### config.mk
export PLATFORM = sky130hd
export DESIGN_NAME = vend_cmd_controller
export DESIGN_NICKNAME = d
export VERILOG_FILES = /design/src/rtl/vend_pkg.sv /design/src/rtl/vend_key_decoder.sv /design/src/rtl/vend_cmd_controller.sv
export SDC_FILE = /design/constraint.sdc
export NUM_CORES = 1
export LEC_CHECK = 0
export ABC_AREA = 1
export CAP_MARGIN = 15
export CORE_UTILIZATION = 40
export DETAILED_ROUTE_END_ITERATION = 6
export DONT_BUFFER_PORTS = 1
export PLACE_DENSITY_LB_ADDON = 0.05
export SYNTH_ARGS = -nofsm -noshare
export SYNTH_HDL_FRONTEND = slang
export SYNTH_SLANG_ARGS = --single-unit
### constraint.sdc
create_clock -name clk -period 2.9 [get_ports clk]
set_input_delay 0.58 -clock clk [delete_from_list [all_inputs] [get_ports clk]]
set_output_delay 0.58 -clock clk [all_outputs]
set_load 0.005 [all_outputs]
### src/rtl/vend_pkg.sv
// rtl/vend_pkg.sv - key codes, coin values and state/key-class types for the vend controller
package vend_pkg;

  localparam logic [7:0] ASCII_N = 8'h6E;
  localparam logic [7:0] ASCII_D = 8'h64;
  localparam logic [7:0] ASCII_Q = 8'h71;
  localparam logic [7:0] ASCII_1 = 8'h31;
  localparam logic [7:0] ASCII_2 = 8'h32;
  localparam logic [7:0] ASCII_3 = 8'h33;
  localparam logic [7:0] ASCII_4 = 8'h34;
  localparam logic [7:0] ASCII_C = 8'h63;

  localparam logic [7:0] COIN_NICKEL  = 8'd5;
  localparam logic [7:0] COIN_DIME    = 8'd10;
  localparam logic [7:0] COIN_QUARTER = 8'd25;

  typedef enum logic [1:0] {
    IDLE,
    CREDIT,
    VEND,
    REFUND
  } vend_state_t;

  typedef enum logic [1:0] {
    COIN,
    SELECT,
    CANCEL,
    NONE
  } key_class_t;

endpackage

### src/rtl/vend_key_decoder.sv
// rtl/vend_key_decoder.sv - maps a received byte to key class, coin value and item index
module vend_key_decoder
  import vend_pkg::*;
(
  input  logic [7:0] rx_data,
  output logic [1:0] key_class,
  output logic [7:0] coin_value,
  output logic [1:0] item
);

  // '1'..'4' are 0x31..0x34, so the low two bits minus one give item 0..3
  assign item = rx_data[1:0] - 2'd1;

  always_comb begin
    key_class  = NONE;
    coin_value = '0;
    case (rx_data)
      ASCII_N: begin
        key_class  = COIN;
        coin_value = COIN_NICKEL;
      end
      ASCII_D: begin
        key_class  = COIN;
        coin_value = COIN_DIME;
      end
      ASCII_Q: begin
        key_class  = COIN;
        coin_value = COIN_QUARTER;
      end
      ASCII_1, ASCII_2, ASCII_3, ASCII_4: key_class = SELECT;
      ASCII_C: key_class = CANCEL;
      default: ;
    endcase
  end

endmodule

### src/rtl/vend_cmd_controller.sv
// rtl/vend_cmd_controller.sv - vend transaction sequencer driven by the UART receive byte stream
module vend_cmd_controller
  import vend_pkg::*;
#(
  parameter logic [7:0]  PRICE0         = 8'd50,
  parameter logic [7:0]  PRICE1         = 8'd75,
  parameter logic [7:0]  PRICE2         = 8'd100,
  parameter logic [7:0]  PRICE3         = 8'd125,
  parameter logic [7:0]  MAX_CREDIT     = 8'd200,
  parameter logic [31:0] TIMEOUT_CYCLES = 32'd1_000_000_000
) (
  input  logic       clk,
  input  logic       reset,
  input  logic [7:0] rx_data,
  input  logic       rx_valid,
  output logic       dispense,
  output logic [1:0] item_id,
  output logic       change_valid,
  output logic [7:0] change_amount,
  output logic [7:0] credit,
  output logic       error,
  output logic       busy
);

  vend_state_t state, state_nx;
  logic [1:0]  sel_item, sel_item_nx;
  logic [31:0] timer, timer_nx;

  logic        dispense_nx, change_valid_nx, error_nx, busy_nx;
  logic [1:0]  item_id_nx;
  logic [7:0]  change_amount_nx, credit_nx;

  logic [1:0]  key_class;
  logic [7:0]  coin_value;
  logic [1:0]  key_item;
  logic [8:0]  coin_sum;
  logic [7:0]  key_price, sel_price;

  vend_key_decoder u_key_decoder (
    .rx_data    (rx_data),
    .key_class  (key_class),
    .coin_value (coin_value),
    .item       (key_item)
  );

  function automatic logic [7:0] price_of(input logic [1:0] idx);
    case (idx)
      2'd0:    price_of = PRICE0;
      2'd1:    price_of = PRICE1;
      2'd2:    price_of = PRICE2;
      default: price_of = PRICE3;
    endcase
  endfunction

  // Ninth bit keeps the ceiling compare honest when credit + coin passes 255
  assign coin_sum  = {1'b0, credit} + {1'b0, coin_value};
  assign key_price = price_of(key_item);
  assign sel_price = price_of(sel_item);

  always_comb begin
    state_nx         = state;
    sel_item_nx      = sel_item;
    timer_nx         = timer;
    credit_nx        = credit;
    item_id_nx       = item_id;
    change_amount_nx = change_amount;
    dispense_nx      = 1'b0;
    change_valid_nx  = 1'b0;
    error_nx         = 1'b0;

    case (state)
      IDLE: begin
        if (rx_valid) begin
          if (key_class == COIN) begin
            credit_nx = coin_value;
            timer_nx  = '0;
            state_nx  = CREDIT;
          end else if (key_class == SELECT) begin
            error_nx = 1'b1;
          end
        end
      end

      CREDIT: begin
        if (rx_valid) begin
          timer_nx = '0;
          case (key_class)
            COIN: begin
              if (coin_sum <= {1'b0, MAX_CREDIT}) credit_nx = coin_sum[7:0];
              else                                error_nx  = 1'b1;
            end
            SELECT: begin
              if (credit >= key_price) begin
                sel_item_nx = key_item;
                state_nx    = VEND;
              end else begin
                error_nx = 1'b1;
              end
            end
            CANCEL: begin
              change_valid_nx  = 1'b1;
              change_amount_nx = credit;
              credit_nx        = '0;
              state_nx         = REFUND;
            end
            default: ;
          endcase
        // A byte arriving on the expiry cycle takes the branch above instead
        end else if (timer == TIMEOUT_CYCLES - 32'd1) begin
          change_valid_nx  = 1'b1;
          change_amount_nx = credit;
          credit_nx        = '0;
          state_nx         = REFUND;
        end else begin
          timer_nx = timer + 32'd1;
        end
      end

      VEND: begin
        dispense_nx = 1'b1;
        item_id_nx  = sel_item;
        if (credit != sel_price) begin
          change_valid_nx  = 1'b1;
          change_amount_nx = credit - sel_price;
        end
        credit_nx = '0;
        state_nx  = IDLE;
      end

      // Refund pulse already went out on entry; this cycle only holds off rx
      REFUND: state_nx = IDLE;

      default: state_nx = IDLE;
    endcase

    busy_nx = (state_nx == VEND) || (state_nx == REFUND);
  end

  always_ff @(posedge clk or negedge reset) begin
    if (!reset) begin
      state         <= IDLE;
      sel_item      <= '0;
      timer         <= '0;
      dispense      <= 1'b0;
      item_id       <= '0;
      change_valid  <= 1'b0;
      change_amount <= '0;
      credit        <= '0;
      error         <= 1'b0;
      busy          <= 1'b0;
    end else begin
      state         <= state_nx;
      sel_item      <= sel_item_nx;
      timer         <= timer_nx;
      dispense      <= dispense_nx;
      item_id       <= item_id_nx;
      change_valid  <= change_valid_nx;
      change_amount <= change_amount_nx;
      credit        <= credit_nx;
      error         <= error_nx;
      busy          <= busy_nx;
    end
  end

endmodule

==> impl_metrics.json, run 1 <==
{
  "place_inst": 865,
  "p_seq_frac": 0.312,
  "cp-end-kind": "flop",
  "combPwrFrac": 0.288,
  "drc": 6,
  "syn2layout_area_growth_pct": 13.0,
  "fin_crit_ps": 2600,
  "p_switching_uw": 1030,
  "syn_area_per_cell_um2": 6.64,
  "layoutNonFillerInstCount": 881,
  "rsz0062_at_grt": "no",
  "overflow": 0,
  "die-area_um2": 12400,
  "path_cells": "inv_1 > ha_1 > nand3_1 > nor2_2 > nor2_1 > inv_1 > ha_1 > inv_1 > fa_1 > inv_1 > nand3_1 > nand3_1 > nand2_1 > nand2_1 > nor2_1 > nand2_1 > nand2_1 > nand3_4 > nand2_4 > nand2_1 > nand2_1",
  "vdd_drop_max_mv": 0.562,
  "setup_slack_ps": 298,
  "rrSetupSlack_ps": 470,
  "cts.path.max_buffers": 2,
  "setup_viol": 0,
  "routabilityCongestion": 0.877,
  "cts_max_level": 3,
  "nNetsFinal": 784,
  "synthDistinctLibCells": 34,
  "drtPass1Iterations": 7,
  "cts_setup_buffers": 0,
  "root_buffer": "clkbuf_16",
  "port_buffers": 0,
  "clk_pin_slew_ps": 50,
  "synthCells": 718,
  "antenna_cells": 0,
  "synthArstFlopShare": 1.00,
  "crit_type": "input port to flop",
  "hpwl_mm": 9.97,
  "leakage_uw": 0.00252,
  "swShare": 0.350,
  "wl_mm": 12.9,
  "grt_pass1_vias": 4302,
  "max_freq_ghz": 0.384,
  "die_w_um": 111,
  "fp.coreArea_um2": 11500,
  "critPathRequiredTime_ps": 3120,
  "viasPerCell": 5.13,
  "critPathMaxStageDelay_ps": 370,
  "nFillCells": 1194,
  "clock_latency_ps": 340,
  "fin_crit_sh": 0.897,
  "syn_area_um2": 4770,
  "cap_viol_max_count": 0,
  "max_slew_margin": 0.670,
  "critical_path_arrival_ps": 2820,
  "cts_tree": "built",
  "skew_ps": 9.45,
  "drt_iter0_drc": 274,
  "wl_per_cell_um": 14.7,
  "start_util": 0.414,
  "violations": "design-rule violations",
  "cts_sinks": 57,
  "synth-seq-area-share": 0.299,
  "hold_class": "input port to asynchronous set/reset pin",
  "grt_util_all_layers": 0.227,
  "drive_above_1_share": 0.0650,
  "timing.final.max_slew_violations": 0,
  "numCtsBuffers": 9,
  "die_h_um": 111,
  "ys.flop_type": "dfrtp_1",
  "reg2reg_from": "sel_item[1]",
  "vias": 4522,
  "timing.critical_path.mode_cell": "nand2_1",
  "cp-start-kind": "input port",
  "grt_max_degree": 61,
  "ant_nets": 0,
  "clkPwrFrac": 0.399,
  "ios": 33,
  "crit_path_top_delay_cell": "fa_1",
  "r2r_cells": 15,
  "worstPathMaxFanout": 9,
  "power.internal_uw": 1920,
  "grt_pass1_wl_mm": 22.2,
  "syn_nets": 768,
  "pre_cts_slack_ps": -68.3,
  "hold_violations": 0,
  "fin_util": 0.468,
  "synth_edf_count": 0,
  "power.density_nw_per_um2": 549,
  "synth-seq-cells": 57,
  "rr_endpoint": "change_amount[1]",
  "num_rows": 39,
  "antenna_found_initial": 0,
  "worst_pin_slew_ps": 491,
  "status": "finished with violations",
  "synth_warnings": 0
}
-- per-stage QoR --
| stage | total power, uW | TNS [ps] | hold slack [ps] | area (um^2) |
|---|---|---|---|---|
| 2_1_floorplan | 1560 | 0 | 284 | 4770 |
| 3_3_place_gp | 1760 | -175 | 286 | 5020 |
| 3_5_place_dp | 1770 | -512 | 286 | 5020 |
| 4_1_cts | 2980 | 0 | 120 | 5380 |
| 5_1_grt | 3120 | 0 | 129 | 5390 |
| 6_report | 2960 | 0 | 113 | 5390 |
-- area by class of cell --
| class | count | area, um^2 | share of cell area |
|---|---|---|---|
| tap | 143 | 179 | 0.0332 |
| inverter | 89 | 334 | 0.0620 |
| clock buffer | 13 | 270 | 0.0502 |
| multi-input combinational | 558 | 2940 | 0.546 |
| clock inverter | 2 | 60.1 | 0.0111 |
| timing repair buffer | 19 | 175 | 0.0325 |
| sequential | 57 | 1430 | 0.265 |
-- state kept, by name (all words and copies together), names as in the netlist, named ones only --
| register | cells |
|---|---|
| sel_item | 2 |
| timer | 32 |
| item_id | 2 |
| error | 1 |
| change_amount | 8 |
| state | 1 |
| change_valid | 1 |
| dispense | 1 |
| credit | 8 |
-- synth_stat cells, types with 4 or more instances --
cell type | count | area share
a21oi_1 | 16 | 0.017
buf_4 | 4 | 0.0063
clkbuf_1 | 7 | 0.0055
dfrtp_1 | 57 | 0.30
ha_1 | 37 | 0.097
inv_1 | 87 | 0.068
nand2_1 | 223 | 0.18
nand3_1 | 47 | 0.049
nand3b_1 | 4 | 0.0063
nand4_1 | 10 | 0.013
nor2_1 | 79 | 0.062
nor3_1 | 37 | 0.039
o211ai_1 | 8 | 0.013
o21ai_0 | 19 | 0.020
o21ai_1 | 28 | 0.029
xor2_1 | 23 | 0.042
-- routing by layer --
metal	track usage	up-vias	share of wire
li1	-	2355	-
met1	0.349	2053	0.54
met2	0.311	98	0.40
met3	0.0399	16	0.043
met4	0.0865	0	0.017
met5	0	-	0
-- critical path: cells and delay by family --
| kind | cells | cell delay (ps) |
|---|---|---|
| fa+ha+maj | 3 | 710 |
| simple gates | 14 | 1200 |
| buf+inv | 4 | 340 |
-- cells by family after synthesis --
group,Yosys count,synth area share
and+or+nand+nor,416,0.374
buffers and inverters,103,0.0863
AOI/OAI and AO/OA,78,0.0895
DFF,57,0.299
adders and majority gates,39,0.105
xor gates and xnor gates,25,0.0459
-- worst max-delay path by stage --
stage	start	endpoint	slack, ps	depth (start not counted)
floorplan	rx_data[0]	credit[5]	90	22
global placement	rx_data[1]	credit[2]	-20	22
global route	rx_data[0]	credit[6]	40	21
CTS	rx_data[1]	credit[6]	260	21
finish	rx_data[0]	credit[7]	300	21
detailed placement	rx_data[1]	credit[6]	-70	23
-- cell usage in the layout, fill, tap and decap left out, types with 2 or more instances in the layout --
master,synthesis,layout
nand2_1,223,223
inv_1,87,87
nor2_1,79,77
dfrtp_1,57,57
nand3_1,47,47
nor3_1,37,37
ha_1,37,37
o21ai_1,28,28
xor2_1,23,23
o21ai_0,19,19
buf_4,4,17
a21oi_1,16,16
nand4_1,10,10
clkbuf_16,0,9
o211ai_1,8,8
nor2_2,3,5
nand3b_1,4,4
nor3b_1,3,3
o22ai_1,3,3
clkbuf_8,0,3
nand3_2,3,2
nand2_2,2,2
nand2_4,2,2
nor2_4,2,2
xnor2_1,2,2
fa_1,2,2
bufinv_16,0,2
-- power by group through the flow --
stage | sequential [uW] | combinational, uW | clock, uW
after floorplan | 920 | 635 | 0
after global placement | 935 | 823 | 0
after detailed placement | 936 | 830 | 0
after CTS | 924 | 852 | 1200
after global routing | 932 | 952 | 1240
final | 924 | 853 | 1180
-- what timing repair did --
item / CTS / global route
hold buffers: 1 / 0
gates resized for setup: 0 / 3
hold endpoints to repair: 57 / 0
setup endpoints to repair: 0 / 8
Note: power is estimated with default switching activity, not from simulation.
==> run 2, diff against run 1 <==
- CTS_CLUSTER_DIAMETER: default -> 80
- SETUP_SLACK_MARGIN: default -> 0.4
==> run 2 against run 1 <==
Compared with the run above:
- the run still ends with design-rule violations left
- largest cell class unchanged
- clock-buffer cell count unchanged
- clock power down 16%
- largest power group unchanged
- register-to-register slack gained 140 ps
- highest routed layer unchanged
- first-iteration DRC count increased by 34%
- combinational power increased by 14%
- wire length increased by 6.8%
- final cell count increased by 0.45%
- sequential power barely moved
==> impl_metrics.json, run 2 (synthesis results as in run 1) <==
{
  "top_register": "timer",
  "nNetsFinal": 788,
  "mostFrequentLayoutCells": "nand2_1 (213), inv_1 (76), nor2_1 (73), dfrtp_1 (56), nand3_1 (45)",
  "r2r_cells": 15,
  "max_slew_margin": 0.702,
  "nFillCells": 1164,
  "grt_pass1_vias": 4241,
  "routabilityCongestion": 0.942,
  "critical_path_arrival_ps": 2610,
  "setup_slack_ps": 509,
  "drc": 7,
  "cap_viol_max_count": 0,
  "wl_met3_um": 662,
  "cts_tree": "built",
  "top_layer": "met4",
  "worstPathMaxFanout": 8,
  "die_h_um": 111,
  "power.total_uw": 2890,
  "pre_cts_slack_ps": 46.2,
  "hold_class": "input port to asynchronous set/reset pin",
  "final_area_um2": 5600,
  "wl_met2_mm": 5.56,
  "crit_type": "input port to flop",
  "clk_pin_slew_ps": 50,
  "grt_pass1_wl_mm": 22.3,
  "status": "finished with violations",
  "fp.coreArea_um2": 11500,
  "drive_above_1_share": 0.119,
  "drtPass1Iterations": 7,
  "layout_commonest_cell": "nand2_1",
  "grt_max_degree": 61,
  "overflow": 0,
  "vias": 4628,
  "start_util": 0.414,
  "antenna_found_initial": 0,
  "cp-end-kind": "flop",
  "syn2layout_area_growth_pct": 17.5,
  "hpwl_mm": 10.1,
  "viasPerCell": 5.23,
  "die-area_um2": 12400,
  "largest_register_ffs": 32,
  "clock_latency_ps": 340,
  "endpoint": "credit[3]",
  "skew_ps": 6.16,
  "dpl_cell_area_um2": 5030,
  "ios": 33,
  "setup_viol": 0,
  "cts_max_level": 3,
  "antenna_cells": 0,
  "critPathRequiredTime_ps": 3120,
  "wl_per_cell_um": 15.6,
  "fin_crit_ps": 2390,
  "numCtsBuffers": 9,
  "crit_start": "rx_data[7]",
  "worst_pin_slew_ps": 445,
  "port_buffers": 0,
  "drt_iter0_drc": 366,
  "cp-start-kind": "input port",
  "die_w_um": 111,
  "cts.path.max_buffers": 2,
  "reg2reg_from": "sel_item[0]",
  "power.density_nw_per_um2": 516,
  "drt-met1-wl_mm": 7.40,
  "fin_crit_sh": 0.825,
  "leakage_uw": 0.00252,
  "violations": "design-rule violations",
  "rrSetupSlack_ps": 610,
  "tns_ps": 0,
  "rsz0062_at_grt": "yes",
  "grt_util_all_layers": 0.231,
  "cts_sinks": 57,
  "max_freq_ghz": 0.418,
  "vdd_drop_max_mv": 0.256,
  "timing.final.max_slew_violations": 0,
  "ant_nets": 0,
  "hold_violations": 0,
  "root_buffer": "clkbuf_16",
  "top_regs": "timer x32, change_amount x8, credit x8",
  "wl_mm": 13.8,
  "num_rows": 39,
  "rr_endpoint": "change_amount[2]"
}
==> run 2: critical path, stage by stage <==
cell and delay (ps):
nor2_4 140, nand3_4 110, nor2_4 130, nor2_4 50
inv_2 60, ha_4 130, inv_2 40, fa_2 530
inv_2 40, nor2_2 70, nand2_1 70, nand3_2 50
nand2_1 50, inv_1 50, nand2_1 40, nand2_1 60
nand2_2 80, nand3_4 120, nand2_8 90, nand2_1 70
nand2_1 50
==> run 2: stage by stage <==
step | hold WS [ps] | util | cells
floorplan | 284 | - | 718
global placement | 286 | 0.437 | 857
detailed placement | 286 | 0.437 | 857
CTS | 111 | 0.464 | 873
global route | 127 | 0.486 | 885
finish | 114 | 0.486 | 885
==> run 2: report_power, final <==
group	switching (uW)	leakage [uW]	internal (uW)
clock network	352	0.000138	640
logic	685	0.00160	288
registers	59.4	0.000776	866
==> run 2: layer usage <==
layer | track usage | vias up
li1 | - | 2350
met1 | 0.346 | 2171
met2 | 0.322 | 95
met3 | 0.0530 | 12
met4 | 0.0721 | 0
met5 | 0 | -
==> run 2: layout make-up <==
type | instances | area (um^2) | area share
sequential | 57 | 1430 | 0.255
clock inverter | 2 | 12.5 | 0.00223
inverter | 89 | 370 | 0.0661
clock buffer | 13 | 270 | 0.0482
timing repair buffer | 22 | 219 | 0.0391
tap | 143 | 179 | 0.0319
multi-input combinational | 559 | 3120 | 0.558
==> run 2: what timing repair did <==
action	CTS	global route
cloned	0	2
endpoints found under the hold margin	57	0
buffers inserted	0	10
setup endpoints to repair	1	32
pin swaps	1	18
hold buffers	1	0
resized for setup	0	42
==> run 2: worst min-delay path by stage <==
| stage | from | slack [ps] | end |
|---|---|---|---|
| 2_1_floorplan | reset | 280 | asynchronous set/reset pin |
| 3_3_place_gp | reset | 290 | change_amount[2] |
| 3_5_place_dp | reset | 290 | change_amount[2] |
| 4_1_cts | reset | 110 | change_amount[0] |
| 5_1_grt | reset | 130 | change_amount[0] |
| 6_report | reset | 110 | change_amount[0] |
